File: src/rtl/id_ex_stage.sv
// ID/EX pipeline register for the mips32 core. It resolves the destination register and
// detects load-use and branch-operand hazards, stalling upstream while it feeds bubbles to EX.
module id_ex_stage #(
    parameter int DATA_WIDTH   = 32,
    parameter int CONTROL_SIZE = 8
) (
    input  logic                    clock,
    input  logic                    reset,
    input  logic                    flush,
    input  logic [CONTROL_SIZE-1:0] id_control,
    input  logic [1:0]              id_compareCode,
    input  logic [1:0]              id_branchSrc,
    input  logic [DATA_WIDTH-1:0]   id_pc4,
    input  logic [DATA_WIDTH-1:0]   id_rsData,
    input  logic [DATA_WIDTH-1:0]   id_rtData,
    input  logic [DATA_WIDTH-1:0]   id_imm,
    input  logic [4:0]              id_rs,
    input  logic [4:0]              id_rt,
    input  logic [4:0]              id_rd,
    input  logic [5:0]              id_func,
    input  logic                    mem_memRead,
    input  logic [4:0]              mem_writeReg,
    output logic                    stall,
    output logic [CONTROL_SIZE-1:0] ex_control,
    output logic [DATA_WIDTH-1:0]   ex_pc4,
    output logic [DATA_WIDTH-1:0]   ex_rsData,
    output logic [DATA_WIDTH-1:0]   ex_rtData,
    output logic [DATA_WIDTH-1:0]   ex_imm,
    output logic [4:0]              ex_rs,
    output logic [4:0]              ex_rt,
    output logic [4:0]              ex_rd,
    output logic [5:0]              ex_func,
    output logic [4:0]              ex_writeReg,
    output logic [15:0]             stallCount
);

    logic [CONTROL_SIZE-1:0] control_q;
    logic [DATA_WIDTH-1:0]   pc4_q, rsData_q, rtData_q, imm_q;
    logic [4:0]              rs_q, rt_q, rd_q, writeReg_q, writeReg_d;
    logic [5:0]              func_q;
    logic [15:0]             stallCount_q, stallCount_d;

    logic br, br_uses_rt;
    logic hazard_a, hazard_b, hazard_c;
    logic bubble;

    always_comb begin
        writeReg_d = id_rd;
        case (id_control[6:5])
            2'b00:   writeReg_d = id_rd;
            2'b01:   writeReg_d = id_rt;
            2'b10:   writeReg_d = 5'd31;
            default: writeReg_d = 5'd0;
        endcase
    end

    // jr only reads rs; beq/bne read both sources
    assign br         = (id_branchSrc == 2'b10) && (id_compareCode != 2'b00);
    assign br_uses_rt = br && (id_compareCode != 2'b11);

    assign hazard_a = control_q[4] && (writeReg_q != 5'd0) &&
                      ((writeReg_q == id_rs) || (writeReg_q == id_rt));
    assign hazard_b = br && control_q[2] && (writeReg_q != 5'd0) &&
                      ((writeReg_q == id_rs) || (br_uses_rt && (writeReg_q == id_rt)));
    assign hazard_c = br && mem_memRead && (mem_writeReg != 5'd0) &&
                      ((mem_writeReg == id_rs) || (br_uses_rt && (mem_writeReg == id_rt)));

    assign stall        = (hazard_a || hazard_b || hazard_c) && !flush;
    assign bubble       = flush || stall;
    assign stallCount_d = stall ? stallCount_q + 16'd1 : stallCount_q;

    always_ff @(posedge clock or negedge reset) begin
        if (!reset) begin
            control_q    <= '0;
            pc4_q        <= '0;
            rsData_q     <= '0;
            rtData_q     <= '0;
            imm_q        <= '0;
            rs_q         <= '0;
            rt_q         <= '0;
            rd_q         <= '0;
            func_q       <= '0;
            writeReg_q   <= '0;
            stallCount_q <= '0;
        end else begin
            stallCount_q <= stallCount_d;
            if (bubble) begin
                control_q  <= '0;
                pc4_q      <= '0;
                rsData_q   <= '0;
                rtData_q   <= '0;
                imm_q      <= '0;
                rs_q       <= '0;
                rt_q       <= '0;
                rd_q       <= '0;
                func_q     <= '0;
                writeReg_q <= '0;
            end else begin
                control_q  <= id_control;
                pc4_q      <= id_pc4;
                rsData_q   <= id_rsData;
                rtData_q   <= id_rtData;
                imm_q      <= id_imm;
                rs_q       <= id_rs;
                rt_q       <= id_rt;
                rd_q       <= id_rd;
                func_q     <= id_func;
                writeReg_q <= writeReg_d;
            end
        end
    end

    assign ex_control  = control_q;
    assign ex_pc4      = pc4_q;
    assign ex_rsData   = rsData_q;
    assign ex_rtData   = rtData_q;
    assign ex_imm      = imm_q;
    assign ex_rs       = rs_q;
    assign ex_rt       = rt_q;
    assign ex_rd       = rd_q;
    assign ex_func     = func_q;
    assign ex_writeReg = writeReg_q;
    assign stallCount  = stallCount_q;

endmodule

File: config.mk
export PLATFORM = sky130hd
export DESIGN_NAME = id_ex_stage
export DESIGN_NICKNAME = d
export VERILOG_FILES = /design/src/rtl/id_ex_stage.sv
export SDC_FILE = /design/constraint.sdc
export NUM_CORES = 1
export LEC_CHECK = 0
export ABC_AREA = 1
export CAP_MARGIN = 20
export CORE_MARGIN = 2
export CORE_UTILIZATION = 30
export CTS_CLUSTER_SIZE = 12
export DETAILED_ROUTE_END_ITERATION = 16
export MAX_ROUTING_LAYER = met4
export PLACE_DENSITY = 0.68
export SETUP_SLACK_MARGIN = 0.2
export SYNTH_ARGS = -nofsm -noshare
export SYNTH_HDL_FRONTEND = slang
export SYNTH_SLANG_ARGS = --single-unit
File: constraint.sdc
create_clock -name clock -period 1.44 [get_ports clock]
set_input_delay 0.288 -clock clock [delete_from_list [all_inputs] [get_ports clock]]
set_output_delay 0.288 -clock clock [all_outputs]
set_load 0.01 [all_outputs]
* Word level (Yosys, flattened, before mapping)
Index checks and enable logic that the tools add are counted.
** Storage, ports and cells
- Word-level logic and storage cells :: 55
- Output and inout port bits :: 179
- Register bits after elaboration :: 178
- Bits of input ports :: 170
** Cells by class
- Add/sub/neg operators :: 1
- Reduce and logical (&&, ||, !) cells :: 24
- Equal/unequal tests :: 8
- Mux-type cells :: 11
** Operators with widths (number)
- two-way mux 32 bit :: 4
- == test 5 bit :: 4
- two-way mux 5 bit :: 4
- adder 16 x 1 -> 16 bit (second input constant) :: 1
- case mux 5 bit (3 select lines) :: 1
- logical AND 1 bit :: 13
- nonzero test 5 bit :: 2
- two-way mux 8 bit :: 1
- logical OR 1 bit :: 6
- two-way mux 6 bit :: 1
- == test 2 bit (second input constant) :: 2
- == test 2 x 1 -> 1 bit (second input constant) :: 1
- zero test 2 bit :: 1
- inequality test 2 bit (second input constant) :: 1
- nonzero test 2 bit :: 1
- zero test 1 bit :: 1

* Depth between registers and ports, before layout
Gate-level depths: netlist of the first run.
- Depth after elaboration :: 11
- Depth in mapped cells :: 13
- Depth with buffers taken out :: 11

* Least setup slack after synthesis of the first run
OpenSTA, ideal clock, no wires.
- Path kind :: flip-flop to output port
- Start point :: register writeReg_q[4], in the netlist ex_writeReg[4]
- End point :: output port stall
- Data arrival time :: 1.395 ns
- Data required time :: 1.152 ns
- Cell stages (with the launch flop) :: 13
- Buffers on the path :: 2
- Slack :: -0.243 ns
- Cell sequence :: dfrtp_1 > inv_1 > nand2_1 > nand2_1 > nor2_1 > nand3_1 > nand2_1 > nand2_1 > nand2_1 > buf_4 > nand2_2 > buf_2 > inv_1
** On the way
- Cells in the longest elaborated chain, start to end :: 7
- Elaborated cells between the ends (all ways) :: 13
- Classes of those cells :: eq/ne: 2; reduce/logical: 11
** Ends and longest elaborated chain
- from (decl) :: RTL line 39 : logic [4:0] rs_q, rt_q, rd_q, writeReg_q, writeReg_d;
- from (signal assigned) :: RTL line 108 : writeReg_q <= writeReg_d;
- == test 5 bit :: RTL line 62, 64
- logical AND 1 bit :: RTL line 64 : ((writeReg_q == id_rs) || (br_uses_rt && (writeReg_q == id_rt)));
- logical OR 1 bit :: RTL line 64
- logical AND 1 bit :: RTL line 63 : assign hazard_b = br && control_q[2] && (writeReg_q != 5'd0) &&
- logical OR 1 bit * (2 in series) :: RTL line 68 : assign stall = (hazard_a || hazard_b || hazard_c) && !flush;
- logical AND 1 bit * :: RTL line 68
- to (decl) :: RTL line 23 : output logic stall,
Every way passes the cells marked *; elsewhere a longest branch is shown, timed or not.

* Worst setup path in the final report of the first run
Ends and elaborated chain as after synthesis.

==> results of run 1 <==
## flip-flops by register name, summed over array words and instances (netlist names)
register / count
ex_imm: 32
ex_pc4: 32
ex_rsData: 32
ex_rtData: 32
stallCount: 16
ex_control: 8
ex_func: 6
ex_rd: 5
ex_rs: 5
ex_rt: 5
ex_writeReg: 5
## cell families after synthesis
kind of cell	synth area share (%)
AND/OR/NAND/NOR	19.0
flip-flops	65.9
buffers and inverters	12.2
adder cells (fa/ha/maj)	0.185
XOR/XNOR	1.81
AO/OA/AOI/OAI	0.962
## metrics by stage
stage,std cells,setup TNS (ns),util [%],hold slack (ns)
after floorplan,737,-7.84,-,-0.00759
after global placement,1393,-128.06,50.0,0.266
after detailed placement,1393,-133.96,50.0,0.263
after CTS,1486,-79.26,55.7,0.349
after global routing,1491,-87.93,57.1,0.210
final,1491,-70.86,57.1,0.215
## cell usage after synthesis
cell type,instances
buf_6,3
nor2_1,184
nor3_1,5
clkinv_1,1
buf_2,10
inv_2,11
ha_1,1
a21oi_1,2
nand4_1,2
o21ai_1,1
nand3_1,29
xnor2_1,10
dfrtp_1,178
o21ai_0,10
inv_1,170
xor2_1,4
buf_4,7
nand2_2,2
nand2_1,105
clkbuf_1,1
nor4_1,1
## how the worst min path moves through the flow
stage,from,endpoint,slack [ns]
after floorplan,reset,ex_control[0],-0.008
after global placement,reset,stallCount[11],0.27
after detailed placement,reset,ex_func[2],0.26
after CTS,id_pc4[14],ex_pc4[14],0.35
after global routing,id_rt[3],ex_rt[3],0.21
final,id_rt[3],ex_rt[3],0.22
## worst register-to-register path, cell delays in order (launching register included)
cell	delay [ns]
dfrtp_2	0.46
buf_6	0.14
nor3_4	0.17
a21oi_2	0.06
nand2_1	0.07
nand2_2	0.09
buf_6	0.13
buf_8	0.13
inv_12	0.09
nand2_8	0.11
buf_12	0.18
buf_16	0.14
nor2_2	0.08
## report_power, final
part           switching [mW]  internal (mW)  leakage [nW]
registers               0.113           5.28          2.30
clock network            2.19           2.35         0.283
logic                    1.15           1.39          4.22
total                    3.45           9.02          6.80
## metal layers
layer	track usage [%]	up-vias	wire length, um	part of all wire [%]
met5	-	-	0	0
li1	-	3034	-	-
met4	6.36	0	465	2.0
met3	6.45	28	1800	7.7
met2	35.1	227	12000	51
met1	23.6	2987	9160	39
## repair_timing
action,CTS,global route
endpoints found under the hold margin,30,0
gates resized for setup,906,96
buffers inserted,41,3
gates cloned,19,0
hold buffers,1,0
endpoints found under the setup margin,357,314
pin swaps,3,5
## layout make-up
type / count / share of cell area [%]
Clock inverter: 14 / 1.10
Tap cell: 280 / 2.79
Timing Repair Buffer: 458 / 34.4
Inverter: 182 / 5.55
Multi-Input combinational cell: 359 / 17.0
Antenna cell: 2 / 0.0399
Clock buffer: 18 / 3.50
Sequential cell: 178 / 35.6
==> summary.md, run 1 <==
| Metric | Value |
|---|---|
| Area share of the largest cell type after synthesis | 65.9% |
| Max-cap viol count | 0 |
| Synth area leader | dfrtp_1 |
| DRT Pass-1 Iters | 4 |
| Failing checks | negative setup slack |
| Syn Inst Count | 737 |
| Area contributors post-synth | dfrtp_1, nor2_1, inv_1 |
| H-tree lvl count | 4 |
| Final worst setup slack | -0.491 ns |
| Final instance area | 12500 um2 |
| Die Wd | 154 um |
| FF-to-FF setup slack | -0.47 ns |
| Final period util | 134% |
| Core area | 22000 um2 |
| Tot Pwr | 12.5 mW |
| Max frequency | 0.518 GHz |
| Post-synthesis net count | 908 |
| Slew headroom | 72.5% |
| Vias in the first global route | 6650 |
| IO Pins | 349 |
| Leak | 6.80 nW |
| Worst-Skew Late Latency | 0.43 ns |
| Min-Delay Path Depth | 3 |
| Initial Utilization | 30.8% |
| Layout Nets | 1367 |
| Critical path buffer and inverter count | 3 |
| Share of cells above drive strength 1 | 41.7% |
| Die area | 23800 um2 |
| Via count | 6276 |
| Clock Tree Buf Depth | 2 |
| Synth unique cells | 21 |
| Die Ht | 154 um |
| Placed instance area | 11000 um2 |
| Reg2reg path depth | 12 |
| CTS tree | done |
| Pre-CTS setup slack | -0.957 ns |
| Clk slew on worst S/H paths | 0.07 ns |
| Post-synthesis sequential area ratio | 65.9% |
| Crit-path slowest cell | dfrtp_1 |
| FP Rows | 54 |
| Initial antenna violation count | 2 |
| Aggregate global routing overflow | 0 |
| Post-Syn Area per Cell | 9.18 um2 |
| Fill cell count | 1873 |
| Slowest cell delay on critical path | 0.40 ns |
| Critical Path, Cell by Cell | inv_2, nand2_1, nand2_1, nor2_2, nand3_1, nand2_1, nand2_1, nand2_2, nand2_4, inv_2, buf_6 |
| Outcome | complete, but fails checks |
| Yosys reg bits | 178 |
| Most frequent cells in the layout | dfrtp_1, inv_1, clkdlybuf4s50_1 |
| CTS root buf | clkbuf_16 |
| Worst slew pin tran | 0.413 ns |
| First-pass GRT wire length | 36.3 mm |
| WP data required | 1.15 ns |
| GRT Util Overall | 20.7% |
| Worst Setup SP | ex_writeReg[4] |
| Starting DRT DRC Count | 208 |
| Skew final | 0.0211 ns |
| CP Capture Type | output port |
| Worst path depth | 11 |
| Mapped Area | 6760 um2 |
| Final setup viols | 185 |
| Final Slew Violations | 0 |
| Clock sink count | 178 |
| Arr. time, crit path | 1.64 ns |
| Reg-to-Reg Start | ex_writeReg[0] |
| Num CTS Buffers | 17 |
| Most frequent CP cell | nand2_1 |
| Pwr dens | 995 nW/um2 |
| Worst-path maximum fanout | 4 |
| Final ANT Viol Nets | 0 |
| Placer Congestion | 0.884 |
| Largest net degree at the start of global routing | 40 |
| FF-to-FF End | ex_rtData[28] |
| Peak supply drop | 0.644 mV |
| Kind of critical path | reg -> out |
| Commonest non-fill, non-tap cell in the layout | dfrtp_1 |
| Area delta synth->final | 85.3% |
| Drt via density | 4.21 |
| RSZ-0062 raised after global routing | true |
| Routed WL | 23.4 mm |
| Critical path destination | stall |
| Per-cell routed wire length | 15.7 um |
| Tmin final | 1.93 ns |
| # DRC | 0 |
| Hpwl dp | 16.1 mm |
| IO Port Bufs | 348 |
| CP top delay family | simple AND/OR/NAND/NOR gates |
| Hold Crit Class | in -> reg |
| Flip-flop and latch area | 4470 um2 |
| Ys Warns | 0 |
| Worst Setup Start Kind | flip-flop |
| Final Hold Vio Count | 0 |
| Area occupied by multi-input gates | 2130 um2 |
Note: power is estimated with default switching activity, not from simulation.
==> run 2: changes to the inputs <==
--- a/config.mk
+++ b/config.mk
@@ -9,7 +9,7 @@
 export CAP_MARGIN = 20
 export CORE_MARGIN = 2
 export CORE_UTILIZATION = 30
-export CTS_CLUSTER_SIZE = 12
+export CTS_CLUSTER_SIZE = 30
 export DETAILED_ROUTE_END_ITERATION = 16
 export MAX_ROUTING_LAYER = met4
 export PLACE_DENSITY = 0.68
==> results of run 2 <==
Final layout, timing and power as in run 1 (identical DEF).
